### config.mk
export PLATFORM = sky130hd
export DESIGN_NAME = iob_ila_reader_flat
export DESIGN_NICKNAME = d
export VERILOG_FILES = /design/src/rtl/iob_ila_reader_if.sv /design/src/rtl/iob_ila_reader.sv /design/src/flat_wrapper.sv
export SDC_FILE = /design/constraint.sdc
export NUM_CORES = 1
export LEC_CHECK = 0
export BUFFER_PORTS_ARGS = -buffer_cell sky130_fd_sc_hd__buf_2
export CAP_MARGIN = 20
export CORE_ASPECT_RATIO = 2
export CORE_UTILIZATION = 45
export DETAILED_ROUTE_END_ITERATION = 8
export GPL_TIMING_DRIVEN = 0
export PLACE_DENSITY = 0.67
export SLEW_MARGIN = 10
export SYNTH_ARGS = -nofsm -noshare
export SYNTH_HDL_FRONTEND = slang
export SYNTH_SLANG_ARGS = --single-unit
### constraint.sdc
create_clock -name clk_i -period 7.6 [get_ports clk_i]
set_input_delay 0.76 -clock clk_i [delete_from_list [all_inputs] [get_ports clk_i]]
set_output_delay 0.76 -clock clk_i [all_outputs]
set_load 0.005 [all_outputs]
### src/rtl/iob_ila_reader_if.sv
// rtl/iob_ila_reader_if.sv - IOb-Native initiator bus and trace word stream seen from the reader
interface iob_ila_reader_if #(
  parameter int ADDR_W = 16,
  parameter int DATA_W = 32
);
  logic                iob_avalid_o;
  logic [ADDR_W-1:0]   iob_addr_o;
  logic [DATA_W-1:0]   iob_wdata_o;
  logic [DATA_W/8-1:0] iob_wstrb_o;
  logic                iob_ready_i;
  logic                iob_rvalid_i;
  logic [DATA_W-1:0]   iob_rdata_i;
  logic [DATA_W-1:0]   data_o;
  logic                data_valid_o;
  logic                data_ready_i;
  logic                data_last_o;

  modport master (
    output iob_avalid_o, iob_addr_o, iob_wdata_o, iob_wstrb_o,
    input  iob_ready_i, iob_rvalid_i, iob_rdata_i,
    output data_o, data_valid_o, data_last_o,
    input  data_ready_i
  );

  modport slave (
    input  iob_avalid_o, iob_addr_o, iob_wdata_o, iob_wstrb_o,
    output iob_ready_i, iob_rvalid_i, iob_rdata_i,
    input  data_o, data_valid_o, data_last_o,
    output data_ready_i
  );
endinterface

### src/rtl/iob_ila_reader.sv
// rtl/iob_ila_reader.sv - drains an iob_ila trace over IOb-Native and streams the sample words
module iob_ila_reader #(
  parameter int               ADDR_W             = 16,
  parameter int               DATA_W             = 32,
  parameter int               SIGNAL_W           = 32,
  parameter int               BUFFER_W           = 10,
  parameter logic [ADDR_W-1:0] N_SAMPLES_ADDR     = 'h1C,
  parameter logic [ADDR_W-1:0] INDEX_ADDR         = 'h10,
  parameter logic [ADDR_W-1:0] SIGNAL_SELECT_ADDR = 'h14,
  parameter logic [ADDR_W-1:0] SAMPLE_DATA_ADDR   = 'h18
) (
  input  logic              clk_i,
  input  logic              cke_i,
  input  logic              arst_i,
  input  logic              start_i,
  output logic              busy_o,
  output logic              done_o,
  output logic [BUFFER_W:0] n_samples_o,
  iob_ila_reader_if.master  bus
);
  localparam int WORDS  = (SIGNAL_W + DATA_W - 1) / DATA_W;
  localparam int SEL_W  = $clog2(WORDS + 1);
  localparam int NS_W   = BUFFER_W + 1;
  localparam int STRB_W = DATA_W / 8;
  localparam int MAX_N  = 1 << BUFFER_W;

  typedef enum logic [3:0] {
    IDLE, RD_NS, WT_NS, WR_IDX, WR_SEL, RD_DAT, WT_DAT, OUT, DONE
  } state_t;

  state_t              state_q, state_d;
  logic [NS_W-1:0]     idx_q, idx_d, n_q, n_d;
  logic [SEL_W-1:0]    sel_q, sel_d;
  logic [DATA_W-1:0]   data_q, data_d, wdata_q, wdata_d;
  logic [ADDR_W-1:0]   addr_q, addr_d;
  logic [STRB_W-1:0]   wstrb_q, wstrb_d;
  logic                avalid_q, avalid_d, dvalid_q, dvalid_d, dlast_q, dlast_d;
  logic                busy_q, busy_d, done_q, done_d;
  logic                accept;
  logic [31:0]         ns_raw;

  always_comb begin
    accept  = avalid_q & bus.iob_ready_i;
    ns_raw  = {16'd0, bus.iob_rdata_i[15:0]};
    state_d = state_q;
    idx_d   = idx_q;
    sel_d   = sel_q;
    n_d     = n_q;
    data_d  = data_q;

    unique case (state_q)
      IDLE:   if (start_i) state_d = RD_NS;
      RD_NS:  if (accept) state_d = WT_NS;
      WT_NS: begin
        if (bus.iob_rvalid_i) begin
          n_d = (ns_raw > 32'(MAX_N)) ? NS_W'(MAX_N) : NS_W'(ns_raw);
          if (n_d == '0) begin
            state_d = DONE;
          end else begin
            idx_d   = '0;
            sel_d   = '0;
            state_d = WR_IDX;
          end
        end
      end
      WR_IDX: if (accept) state_d = WR_SEL;
      WR_SEL: if (accept) state_d = RD_DAT;
      RD_DAT: if (accept) state_d = WT_DAT;
      WT_DAT: begin
        if (bus.iob_rvalid_i) begin
          data_d  = bus.iob_rdata_i;
          state_d = OUT;
        end
      end
      OUT: begin
        if (bus.data_ready_i) begin
          if (sel_q < SEL_W'(WORDS - 1)) begin
            sel_d   = sel_q + SEL_W'(1);
            state_d = WR_SEL;
          end else if (idx_q < n_q - NS_W'(1)) begin
            idx_d   = idx_q + NS_W'(1);
            sel_d   = '0;
            state_d = WR_IDX;
          end else begin
            state_d = DONE;
          end
        end
      end
      DONE:    state_d = IDLE;
      default: state_d = IDLE;
    endcase

    // Outputs are decoded from the next state so they register alongside it.
    avalid_d = 1'b0;
    addr_d   = '0;
    wdata_d  = '0;
    wstrb_d  = '0;
    unique case (state_d)
      RD_NS: begin
        avalid_d = 1'b1;
        addr_d   = N_SAMPLES_ADDR;
      end
      WR_IDX: begin
        avalid_d = 1'b1;
        addr_d   = INDEX_ADDR;
        wdata_d  = DATA_W'(idx_d);
        wstrb_d  = {STRB_W{1'b1}};
      end
      WR_SEL: begin
        avalid_d = 1'b1;
        addr_d   = SIGNAL_SELECT_ADDR;
        wdata_d  = DATA_W'(sel_d);
        wstrb_d  = {STRB_W{1'b1}};
      end
      RD_DAT: begin
        avalid_d = 1'b1;
        addr_d   = SAMPLE_DATA_ADDR;
      end
      default: ;
    endcase
    dvalid_d = (state_d == OUT);
    dlast_d  = dvalid_d && (idx_d == n_d - NS_W'(1)) && (sel_d == SEL_W'(WORDS - 1));
    busy_d   = (state_d != IDLE);
    done_d   = (state_d == DONE);
  end

  always_ff @(posedge clk_i) begin
    if (arst_i) begin
      state_q  <= IDLE;
      idx_q    <= '0;
      sel_q    <= '0;
      n_q      <= '0;
      data_q   <= '0;
      avalid_q <= 1'b0;
      addr_q   <= '0;
      wdata_q  <= '0;
      wstrb_q  <= '0;
      dvalid_q <= 1'b0;
      dlast_q  <= 1'b0;
      busy_q   <= 1'b0;
      done_q   <= 1'b0;
    end else if (cke_i) begin
      state_q  <= state_d;
      idx_q    <= idx_d;
      sel_q    <= sel_d;
      n_q      <= n_d;
      data_q   <= data_d;
      avalid_q <= avalid_d;
      addr_q   <= addr_d;
      wdata_q  <= wdata_d;
      wstrb_q  <= wstrb_d;
      dvalid_q <= dvalid_d;
      dlast_q  <= dlast_d;
      busy_q   <= busy_d;
      done_q   <= done_d;
    end
  end

  assign busy_o           = busy_q;
  assign done_o           = done_q;
  assign n_samples_o      = n_q;
  assign bus.iob_avalid_o = avalid_q;
  assign bus.iob_addr_o   = addr_q;
  assign bus.iob_wdata_o  = wdata_q;
  assign bus.iob_wstrb_o  = wstrb_q;
  assign bus.data_o       = data_q;
  assign bus.data_valid_o = dvalid_q;
  assign bus.data_last_o  = dlast_q;
endmodule
### src/flat_wrapper.sv
// flat-port wrapper written by rule: the top's interface ports become plain ports
module iob_ila_reader_flat 
#(
  parameter int               ADDR_W             = 16,
  parameter int               DATA_W             = 32,
  parameter int               SIGNAL_W           = 32,
  parameter int               BUFFER_W           = 10,
  parameter logic [ADDR_W-1:0] N_SAMPLES_ADDR     = 'h1C,
  parameter logic [ADDR_W-1:0] INDEX_ADDR         = 'h10,
  parameter logic [ADDR_W-1:0] SIGNAL_SELECT_ADDR = 'h14,
  parameter logic [ADDR_W-1:0] SAMPLE_DATA_ADDR   = 'h18
)
  (clk_i, cke_i, arst_i, start_i, busy_o, done_o, n_samples_o, bus_iob_avalid_o, bus_iob_addr_o, bus_iob_wdata_o, bus_iob_wstrb_o, bus_iob_ready_i, bus_iob_rvalid_i, bus_iob_rdata_i, bus_data_o, bus_data_valid_o, bus_data_last_o, bus_data_ready_i);
  iob_ila_reader_if #(.ADDR_W(ADDR_W), .DATA_W(DATA_W)) bus_i ();
  input  logic clk_i;
  input  logic cke_i;
  input  logic arst_i;
  input  logic start_i;
  output logic busy_o;
  output logic done_o;
  output logic [BUFFER_W:0] n_samples_o;
  output wire logic [$bits(bus_i.iob_avalid_o)-1:0] bus_iob_avalid_o;
  output wire logic [$bits(bus_i.iob_addr_o)-1:0] bus_iob_addr_o;
  output wire logic [$bits(bus_i.iob_wdata_o)-1:0] bus_iob_wdata_o;
  output wire logic [$bits(bus_i.iob_wstrb_o)-1:0] bus_iob_wstrb_o;
  input wire logic [$bits(bus_i.iob_ready_i)-1:0] bus_iob_ready_i;
  input wire logic [$bits(bus_i.iob_rvalid_i)-1:0] bus_iob_rvalid_i;
  input wire logic [$bits(bus_i.iob_rdata_i)-1:0] bus_iob_rdata_i;
  output wire logic [$bits(bus_i.data_o)-1:0] bus_data_o;
  output wire logic [$bits(bus_i.data_valid_o)-1:0] bus_data_valid_o;
  output wire logic [$bits(bus_i.data_last_o)-1:0] bus_data_last_o;
  input wire logic [$bits(bus_i.data_ready_i)-1:0] bus_data_ready_i;
  assign bus_iob_avalid_o = bus_i.iob_avalid_o;
  assign bus_iob_addr_o = bus_i.iob_addr_o;
  assign bus_iob_wdata_o = bus_i.iob_wdata_o;
  assign bus_iob_wstrb_o = bus_i.iob_wstrb_o;
  assign bus_i.iob_ready_i = bus_iob_ready_i;
  assign bus_i.iob_rvalid_i = bus_iob_rvalid_i;
  assign bus_i.iob_rdata_i = bus_iob_rdata_i;
  assign bus_data_o = bus_i.data_o;
  assign bus_data_valid_o = bus_i.data_valid_o;
  assign bus_data_last_o = bus_i.data_last_o;
  assign bus_i.data_ready_i = bus_data_ready_i;
  iob_ila_reader #(.ADDR_W(ADDR_W), .DATA_W(DATA_W), .SIGNAL_W(SIGNAL_W), .BUFFER_W(BUFFER_W), .N_SAMPLES_ADDR(N_SAMPLES_ADDR), .INDEX_ADDR(INDEX_ADDR), .SIGNAL_SELECT_ADDR(SIGNAL_SELECT_ADDR), .SAMPLE_DATA_ADDR(SAMPLE_DATA_ADDR)) u_core (.clk_i(clk_i), .cke_i(cke_i), .arst_i(arst_i), .start_i(start_i), .busy_o(busy_o), .done_o(done_o), .n_samples_o(n_samples_o), .bus(bus_i));
endmodule
==> Yosys cells after proc, flatten, opt, wreduce, memory -nomap -nowiden <==
Cells that the tools add are included.
{ "classes": {"n_addsub": 4, "n_lt_le_gt_ge": 3, "eq_ne": 14, "mux": 31, "n_bitwise": 2, "reduce_logical": 8} }
{ "ops": {"columns": ["operator", "count"], "rows": [
  ["two-way mux 11 bit", 8],
  ["two-way mux 4 bit", 12],
  ["case mux 11 bit (2 select lines)", 2],
  ["case mux 4 bit (8 select lines)", 1],
  ["== test 4 x 3 -> 1 bit, second input constant", 7],
  ["subtractor 11 x 1 -> 11 bit, second input constant", 2],
  ["case mux 5 bit (4 select lines)", 1],
  ["> comparator 16 x 11 -> 1 bit, second input constant", 1],
  ["== test 4 x 2 -> 1 bit, second input constant", 3],
  ["adder 11 x 1 -> 11 bit, second input constant", 1],
  ["== test 11 bit", 1],
  ["logical NOT 11 bit", 1],
  ["< comparator 11 bit", 1],
  ["== test 4 x 1 -> 1 bit, second input constant", 2],
  ["two-way mux 1 bit", 6],
  ["== test 4 bit, second input constant", 1],
  ["logical NOT 4 bit", 1],
  ["nonzero test 4 bit", 1],
  ["OR reduction 4 bit", 1],
  ["AND reduction 3 bit", 1],
  ["logical AND 1 bit", 2],
  ["case mux 1 bit (2 select lines)", 1],
  ["OR reduction 2 bit", 1],
  ["adder 1 bit, second input constant", 1],
  ["3 further kinds", 3]
]} }
{ "word_totals": {"register_bits": 116, "in_bits": 39, "output_inout_bits": 100, "elab_cells": 75} }

==> Logic depth before layout (Yosys ltp) <==
Gate-level depths: netlist (run 1).
{ "depth": {"word_depth": 9, "mapped_depth": 16, "depth_no_buf": 16} }

==> Worst setup path before layout (run 1) <==
Ideal clock, no wire load.
{ "synth_timing": {"kind": "flip-flop to flip-flop", "start": "register u_core.n_q[3] (netlist: u_core.n_samples_o[3])", "end": "register u_core.dlast_q (netlist: u_core.bus.data_last_o)", "setup_time_ps": 69, "arrival_ps": 3885, "required_ps": 7531, "slack_ps": 3646, "stages_incl_launch_ff": 16, "cell_sequence": "dfxtp_1 > nor3_1 > nand3b_1 > nor4b_1 > xnor2_1 > ha_1 > nand4_1 > o221ai_1 > nor3b_2 > o21ai_1 > or4_1 > or3_1 > o21ai_2 > xnor2_1 > or4_1 > o21ai_1"} }
{ "synth_via": {"elab_chain_len": 9, "word_cells_on_any_way": 22, "cone_classes": "add/sub: 2; order compare: 1; eq/ne: 2; mux: 14; bitwise: 1; reduce/logical: 2"} }
{ "synth_rtl": {"columns": ["item", "line", "rtl"], "rows": [
  ["start, declared", "iob_ila_reader.sv:32", "logic [NS_W-1:0] idx_q, idx_d, n_q, n_d;"],
  ["start signal, assigned", "iob_ila_reader.sv:146", "n_q <= n_d;"],
  ["subtractor 11 x 1 -> 11 bit", "iob_ila_reader.sv:80", "end else if (idx_q < n_q - NS_W'(1)) begin"],
  ["< comparator 11 bit", "iob_ila_reader.sv:80", null],
  ["two-way mux 4 bit / two-way mux 11 bit (equally long branches)", "iob_ila_reader.sv:80", null],
  ["two-way mux 4 bit / two-way mux 11 bit (equally long branches)", "iob_ila_reader.sv:77", "if (sel_q < SEL_W'(WORDS - 1)) begin"],
  ["two-way mux 4 bit / two-way mux 11 bit (equally long branches)", "iob_ila_reader.sv:76", "if (bus.data_ready_i) begin"],
  ["case mux 4 bit (8 select lines) / case mux 11 bit (2 select lines) (equally long branches)", "iob_ila_reader.sv:51", "unique case (state_q)"],
  ["== test 4 x 3 -> 1 bit / == test 11 bit (equally long branches)", "iob_ila_reader.sv:121, iob_ila_reader.sv:122", null],
  ["logical AND 1 bit", "iob_ila_reader.sv:122", "dlast_d = dvalid_d && (idx_d == n_d - NS_W'(1)) && (sel_d == SEL_W'(WORDS - 1));"],
  ["logical AND 1 bit (*)", "iob_ila_reader.sv:122", null],
  ["end signal, assigned", "iob_ila_reader.sv:153", "dlast_q <= dlast_d;"],
  ["end, declared", "iob_ila_reader.sv:37", "logic avalid_q, avalid_d, dvalid_q, dvalid_d, dlast_q, dlast_d;"]
]} }
Mark *: on every way between the ends. The rest lies on a longest branch, timed or not.
A chain may end at the register's enable or synchronous reset.

==> Worst setup path after layout (run 1) <==
{ "layout_timing": {"start": "register u_core.n_q[2] (netlist: u_core.n_samples_o[2])", "end": "register u_core.dlast_q (netlist: u_core.bus.data_last_o)"} }
The elaborated chain is that of the path after synthesis.

==> results of run 1 <==
## synthesized netlist by cell type, types with 10 or more instances
| cell | instances |
|---|---|
| a211oi_1 | 15 |
| clkbuf_1 | 29 |
| nor2_1 | 48 |
| mux2i_1 | 10 |
| a21oi_1 | 67 |
| dfxtp_1 | 78 |
| o21ai_0 | 12 |
| ha_1 | 13 |
| nand2_1 | 95 |
| buf_4 | 38 |
| nand3_1 | 12 |
| nand2b_1 | 19 |
| xnor2_1 | 19 |
| nand3b_1 | 10 |
## flip-flops by register name, indices dropped and copies added, names as in the netlist, 2 cells and up
| name | cells |
|---|---|
| u_core.bus.iob_addr_o | 2 |
| u_core.n_samples_o | 11 |
| u_core.state_q | 4 |
| u_core.idx_q | 11 |
| u_core.bus.data_o | 32 |
| u_core.bus.iob_wdata_o | 11 |
## routing by layer
layer | up-vias | track usage | routed length [um]
met1 | 2257 | 0.309 | 5520
met4 | 0 | 0.230 | 1190
met3 | 65 | 0.0423 | 816
li1 | 2372 | - | -
met5 | - | 0 | 0
met2 | 233 | 0.515 | 8220
## critical path: stages, from the launching register on
cell and delay, ps:
dfxtp_1 410, nor3_1 550, nand2_1 160, nor4_1 280, xnor2_1 160, ha_1 270
a21oi_1 150, o221ai_1 240, nor3b_2 310, o21ai_1 240, or3_1 420, a31oi_1 680
xnor2_1 190, nand4_1 100, or4_1 430, o21ai_1 130
## how the worst max path moves through the flow
stage	to	cells after the start
floorplan	u_core.bus.data_last_o	15
global placement	u_core.bus.data_last_o	15
detailed placement	u_core.bus.data_last_o	15
CTS	u_core.bus.data_last_o	15
global route	u_core.bus.data_last_o	15
finish	u_core.bus.data_last_o	15
## layout make-up
type / instances / share of cell area
clock buffer: 13 / 0.0425
timing repair buffer: 104 / 0.0883
multi-input combinational: 482 / 0.487
clock inverter: 3 / 0.0115
buffer: 73 / 0.0714
tap: 135 / 0.0287
sequential: 78 / 0.265
inverter: 9 / 0.00573
## power breakdown
group | total (W) | switching (W) | internal (W)
logic | 0.000163 | 0.0000941 | 0.0000687
registers | 0.000425 | 0.00000880 | 0.000416
clock network | 0.000468 | 0.000171 | 0.000297
total | 0.00106 | 0.000274 | 0.000782
## logic make-up after synthesis
| family | after synthesis | synth area share |
|---|---|---|
| and+or+nand+nor | 245 | 0.261 |
| AOI/OAI and AO/OA | 153 | 0.209 |
| buffers and inverters | 82 | 0.0954 |
| DFF | 78 | 0.328 |
| xor gates and xnor gates | 25 | 0.0460 |
| adders and majority gates | 13 | 0.0342 |
| muxes | 12 | 0.0258 |
| other | 1 | 0.000788 |
## cells in the final DEF, fill, tap and decap left out, types with 4 or more instances in the layout
master and instances:
and3_1 4, a21oi_1 67, a22oi_1 4, nor2b_1 4, o21ai_1 5, dfxtp_1 78, o211ai_1 7, nor3_1 9
nand3b_1 10, nor3b_1 4, o21a_1 5, o21ai_0 12, nand2b_1 19, and2_1 4, or4_1 5, inv_1 9
nand4_1 6, xor2_1 6, or3_1 6, buf_2 107, clkbuf_16 9, conb_1 34, ha_1 13, buf_4 38
xnor2_1 19, nor2_1 48, nand2_1 95, a32oi_1 6, clkbuf_1 32, mux2i_1 10, nand3_1 12, a31oi_1 9
a211oi_1 15
## per-stage QoR
stage	hold WS (ps)	util	cell area, um2	std cells
6_report	453	0.577	5890	897
5_1_grt	473	0.577	5890	897
4_1_cts	454	0.577	5890	897
3_5_place_dp	446	0.546	5570	881
3_3_place_gp	432	0.546	5570	881
2_1_floorplan	421	-	4880	642
==> out/qor.txt, run 1 <==
Clock transition at path regs -> 60 ps
# DRC -> 0
Multi-input combinational cell area -> 2870 um2
Final net count -> 809
Register area -> 1560 um2
Clock root cell -> clkbuf_16
Placer congestion estimate -> 0.946
Largest net degree at the start of global routing -> 13
Maximum VDD drop -> 0.000149 V
Hold Crit Start -> u_core.bus.data_o[17]
Ant diodes -> 0
RSZ-0062 raised after global routing -> false
Reg2reg start -> u_core.n_samples_o[2]
Mapped Cells -> 609
Post-synthesis register bit count -> 78
Top cell type's share of synthesized area -> 0.328
First-pass GRT wire length -> 24300 um
Max-slew violations -> 0
# clock sinks -> 78
R2R setup slack -> 2800 ps
CTS tree -> yes
Initial antenna violation count -> 0
Startpoint types -> register
Actual slew at the worst max-slew pin -> 878 ps
Crit Path Category -> register to register
Fill cell count -> 979
Worst Path Max Fanout -> 7
Synth Flop Type -> dfxtp_1
Setup WS pre-CTS -> 2860 ps
Reg-to-reg endpoint -> u_core.bus.data_last_o
Post-CTS Setup Inserts -> 0
Fin. Hold Viols -> 0
Final worst slack -> 2800 ps
Die extent in x -> 74.7 um
Final period utilization -> 0.632
Die Ht -> 147 um
CTS Hold Bufs -> 0
Vias in the first global route -> 4762
Total Negative Setup Slacks -> 0 ps
Worst EP arrival -> 5080 ps
Largest cells by area after synthesis -> dfxtp_1, nand2_1, a21oi_1
CTS Buffer Depth -> 2
TritonRoute pass-1 iters -> 5
Layout overhead on the synthesized area -> 23.8%
Post-Syn Area -> 4760 um2
Post-route total power -> 0.00106 W
Fin crit period -> 4800 ps
Post-synth EDFFs -> 0
Clock buffer count from CTS -> 9
Yosys top cell by area -> dfxtp_1
DRT iter0 DRCs -> 348
H-tree Lvls -> 3
Synth cell types -> 68
Die footprint -> 11000 um2
WP data required -> 7880 ps
Drt wl/cell -> 17.6 um
Ports -> 139
FP Rows -> 52
Cts repair resizes -> 0
Final HPWL DP -> 12400 um
Synthesis Warnings -> 0
Core area -> 10200 um2
Max-cap viol count -> 0
Drt via density -> 5.49
Antenna viol nets, final -> 0
Mean Syn Cell Area -> 7.82 um2
Later-pin clock latency in the skew report -> 340 ps
CP Capture Type -> register
Post-synth ARST share -> 0
Status -> finished clean
R2R cell count -> 15
Endpoints failing setup -> 0
Register area share after synthesis -> 0.328
Worst Skew -> 5.81 ps
Pwr per Cell Area -> 179 nW/um2
Layout cells sized above 1 -> 0.240
Hold path cells -> 2
Vias -> 4927
Worst relative slew slack -> 0.412
# port buffers -> 104
Critical path launch point -> u_core.n_samples_o[2]
Initial core utilization -> 0.466
Total Wirelength -> 15700 um
GRT Util Overall -> 0.298
Congestion Overflow GR -> 0
Lkg Pwr -> 2.49 nW
Hold path endpoint -> u_core.bus.data_o[17]
F_max -> 208 MHz
Hold WC Path Type -> register to register
Power figures use the tool's default switching activity.
==> run 2: changes to the inputs <==
- ABC_AREA: default -> 1
- PLACE_DENSITY: 0.67 -> 0.66
- clock period: 7.6 -> 4.7 ns (I/O delays scaled with it)
==> out/qor.txt, run 2 <==
Total Wirelength -> 14200 um (-9.8%)
Post-synth EDFFs -> 0 (unchanged)
CTS Buffer Depth -> 2 (unchanged)
Most frequent cells after synthesis -> nand2_1, inv_1, dfxtp_1
Commonest cells after routing, fill and taps aside -> nand2_1, inv_1, buf_2, dfxtp_1, a21oi_1
Ant diodes -> 0 (unchanged)
Layout overhead on the synthesized area -> 22.2%
Clock buffer count from CTS -> 9 (unchanged)
Status -> finished clean
CTS tree -> yes
Top cell type's share of synthesized area -> 0.312 (-0.0157)
Setup WS pre-CTS -> 763 ps (-2100 ps)
Final worst slack -> 699 ps (-2100 ps)
# DRC -> 0 (unchanged)
Final instance area -> 6110 um2 (+3.7%)
Worst Skew -> 8.36 ps (+2.55 ps)
Max reg flops -> 32 (unchanged)
Post-CTS Setup Inserts -> 0 (unchanged)
# port buffers -> 102 (-1.9%)
Lkg Pwr -> 3.11 nW (+25%)
Synth cell types -> 44 (-35%)
Fin. Hold Viols -> 0 (unchanged)
Clock transition at path regs -> 70 ps (about the same)
Largest net degree at the start of global routing -> 16 (+3)
Fin crit period -> 4000 ps (-802 ps)
Post-synth ARST share -> 0 (unchanged)
Final HPWL DP -> 11600 um (-6.6%)
Final period utilization -> 0.851 (+0.219)
Register area share after synthesis -> 0.312 (-0.0157)
Later-pin clock latency in the skew report -> 340 ps (about the same)
First-pass GRT wire length -> 22800 um (-6.1%)
Final net count -> 968 (+20%)
Cell Chain, Critical Path -> inv_1 -> ha_1 -> nand2_1 -> nor2_1 -> nand2_1 -> nor3_1 -> nand3_1 -> xor2_1 -> inv_1 -> ha_1 -> a21o_1 -> nor2_1 -> nand2_1 -> nor2_4 -> buf_2 -> nand3_1 -> nand3_1 -> nand2_1 -> nand2_1 -> nand2_1 -> nand3b_1 -> nor2_1 -> nand3_1 -> a21oi_2
Post-route total power -> 0.00174 W (+65%)
Endpoints failing setup -> 0 (unchanged)
F_max -> 250 MHz (+20%)
Ports -> 139 (unchanged)
Congestion Overflow GR -> 0 (unchanged)
Max-cap viol count -> 0 (unchanged)
CTS Hold Bufs -> 0 (unchanged)
Vias in the first global route -> 4880 (+2.5%)
TritonRoute pass-1 iters -> 4 (-1)
Post-Syn Area -> 5000 um2 (+5.0%)
Pwr per Cell Area -> 284 nW/um2 (+59%)
Largest cells by area after synthesis -> dfxtp_1, nand2_1, inv_1
Vias -> 5151 (+4.5%)
# clock sinks -> 78 (unchanged)
WP data required -> 4970 ps (-2910 ps)
Placed cell areas -> 5810 um2 (+4.2%)
Die footprint -> 11600 um2 (+4.9%)
Startpoint types -> register
Core area -> 10900 um2 (+6.5%)
Final Util -> 0.562 (-0.0149)
Actual slew at the worst max-slew pin -> 691 ps (-187 ps)
Hold WC Path Type -> input port to register
Commonest non-fill, non-tap cell in the layout -> nand2_1
Initial core utilization -> 0.460 (-0.00644)
Layout cells sized above 1 -> 0.216 (-0.0241)
Crit Path Category -> register to register
Post-synthesis register bit count -> 78 (unchanged)
Total Negative Setup Slacks -> 0 ps (unchanged)
Die Ht -> 151 um (+2.4%)
H-tree Lvls -> 3 (unchanged)
Maximum VDD drop -> 0.000191 V (+28%)
Cts repair resizes -> 0 (unchanged)
Clock root cell -> clkbuf_16
Synthesis Warnings -> 0 (unchanged)
Yosys top cell by area -> dfxtp_1
Initial antenna violation count -> 0 (unchanged)
CP Capture Type -> register
Mapped Cells -> 770 (+26%)
GRT Util Overall -> 0.253 (-0.0449)
Most frequent cell after synthesis -> nand2_1
Die extent in x -> 76.5 um (+2.4%)
RSZ-0062 raised after global routing -> false
Worst Path Max Fanout -> 10 (+3)
Slowest CP cell -> dfxtp_1
Worst relative slew slack -> 0.535 (+0.123)
Worst stage delay on the critical path -> 340 ps (-340 ps)
Drt via density -> 4.85 (-12%)
Synth Flop Type -> dfxtp_1
CP dominant cell by count -> nand2_1
Worst EP arrival -> 4270 ps (-810 ps)
FP Rows -> 54 (+3.8%)
DRT iter0 DRCs -> 228 (-34%)
Drt wl/cell -> 13.4 um (-24%)
Mean Syn Cell Area -> 6.49 um2 (-17%)
Antenna viol nets, final -> 0 (unchanged)
Placer congestion estimate -> 0.934 (-1.3%)
Max-slew violations -> 0 (unchanged)
## run 2: power breakdown
part | internal [W] | switching, W | leakage, nW
Sequential | 0.000677 | 0.0000156 | 0.633
Combinational | 0.000125 | 0.000203 | 2.33
Clock | 0.000418 | 0.000299 | 0.147
Total | 0.00122 | 0.000517 | 3.11
## run 2: layout make-up
cell class	instances	area [um2]
fill	1133	4770
buffer	68	434
sequential	78	1560
clock buffer	9	225
multi-input combinational	541	2690
timing repair buffer	102	510
clock inverter	7	77.6
tap	140	175
inverter	116	438
## run 2: cells by family after synthesis
logic type | count (synthesis) | share of synthesized area
compound gates | 147 | 0.156
xor+xnor | 10 | 0.0175
fa+ha+maj | 13 | 0.0325
buf+inv | 184 | 0.174
flops | 78 | 0.312
other cells | 1 | 0.000750
simple gates | 337 | 0.307
## run 2: critical path: cells and delay by family (launching register included)
kind	cells	cell delay, ps
compound gates	2	320
xor+xnor	1	160
fa+ha+maj	2	480
buf+inv	3	450
flops	1	340
simple gates	16	2170
## run 2: worst paths after layout
check / start / to / slack, ps / depth (start not counted)
setup / recovery: u_core.n_samples_o[0] / u_core.bus.data_last_o / 700 / 24
hold reg to reg: u_core.bus.data_o[5] / u_core.bus.data_o[5] / 440 / 2
setup reg to reg: u_core.n_samples_o[0] / u_core.bus.data_last_o / 700 / 24
hold / removal: bus_iob_rdata_i[24] / u_core.bus.data_o[24] / 400 / 3
## run 2: routing by layer
| layer | track usage | part of all wire | wire (um) |
|---|---|---|---|
| met1 | 0.243 | 0.37 | 5260 |
| met3 | 0.0349 | 0.036 | 508 |
| met2 | 0.501 | 0.54 | 7740 |
| met4 | 0.154 | 0.049 | 701 |
| met5 | 0 | 0 | 0 |
## run 2: metrics by stage
step                      instances  hold slack, ps
after floorplan                 803             422
after global placement         1045             429
after detailed placement       1045             433
after CTS                      1061             404
after global routing           1061             430
final                          1061             404
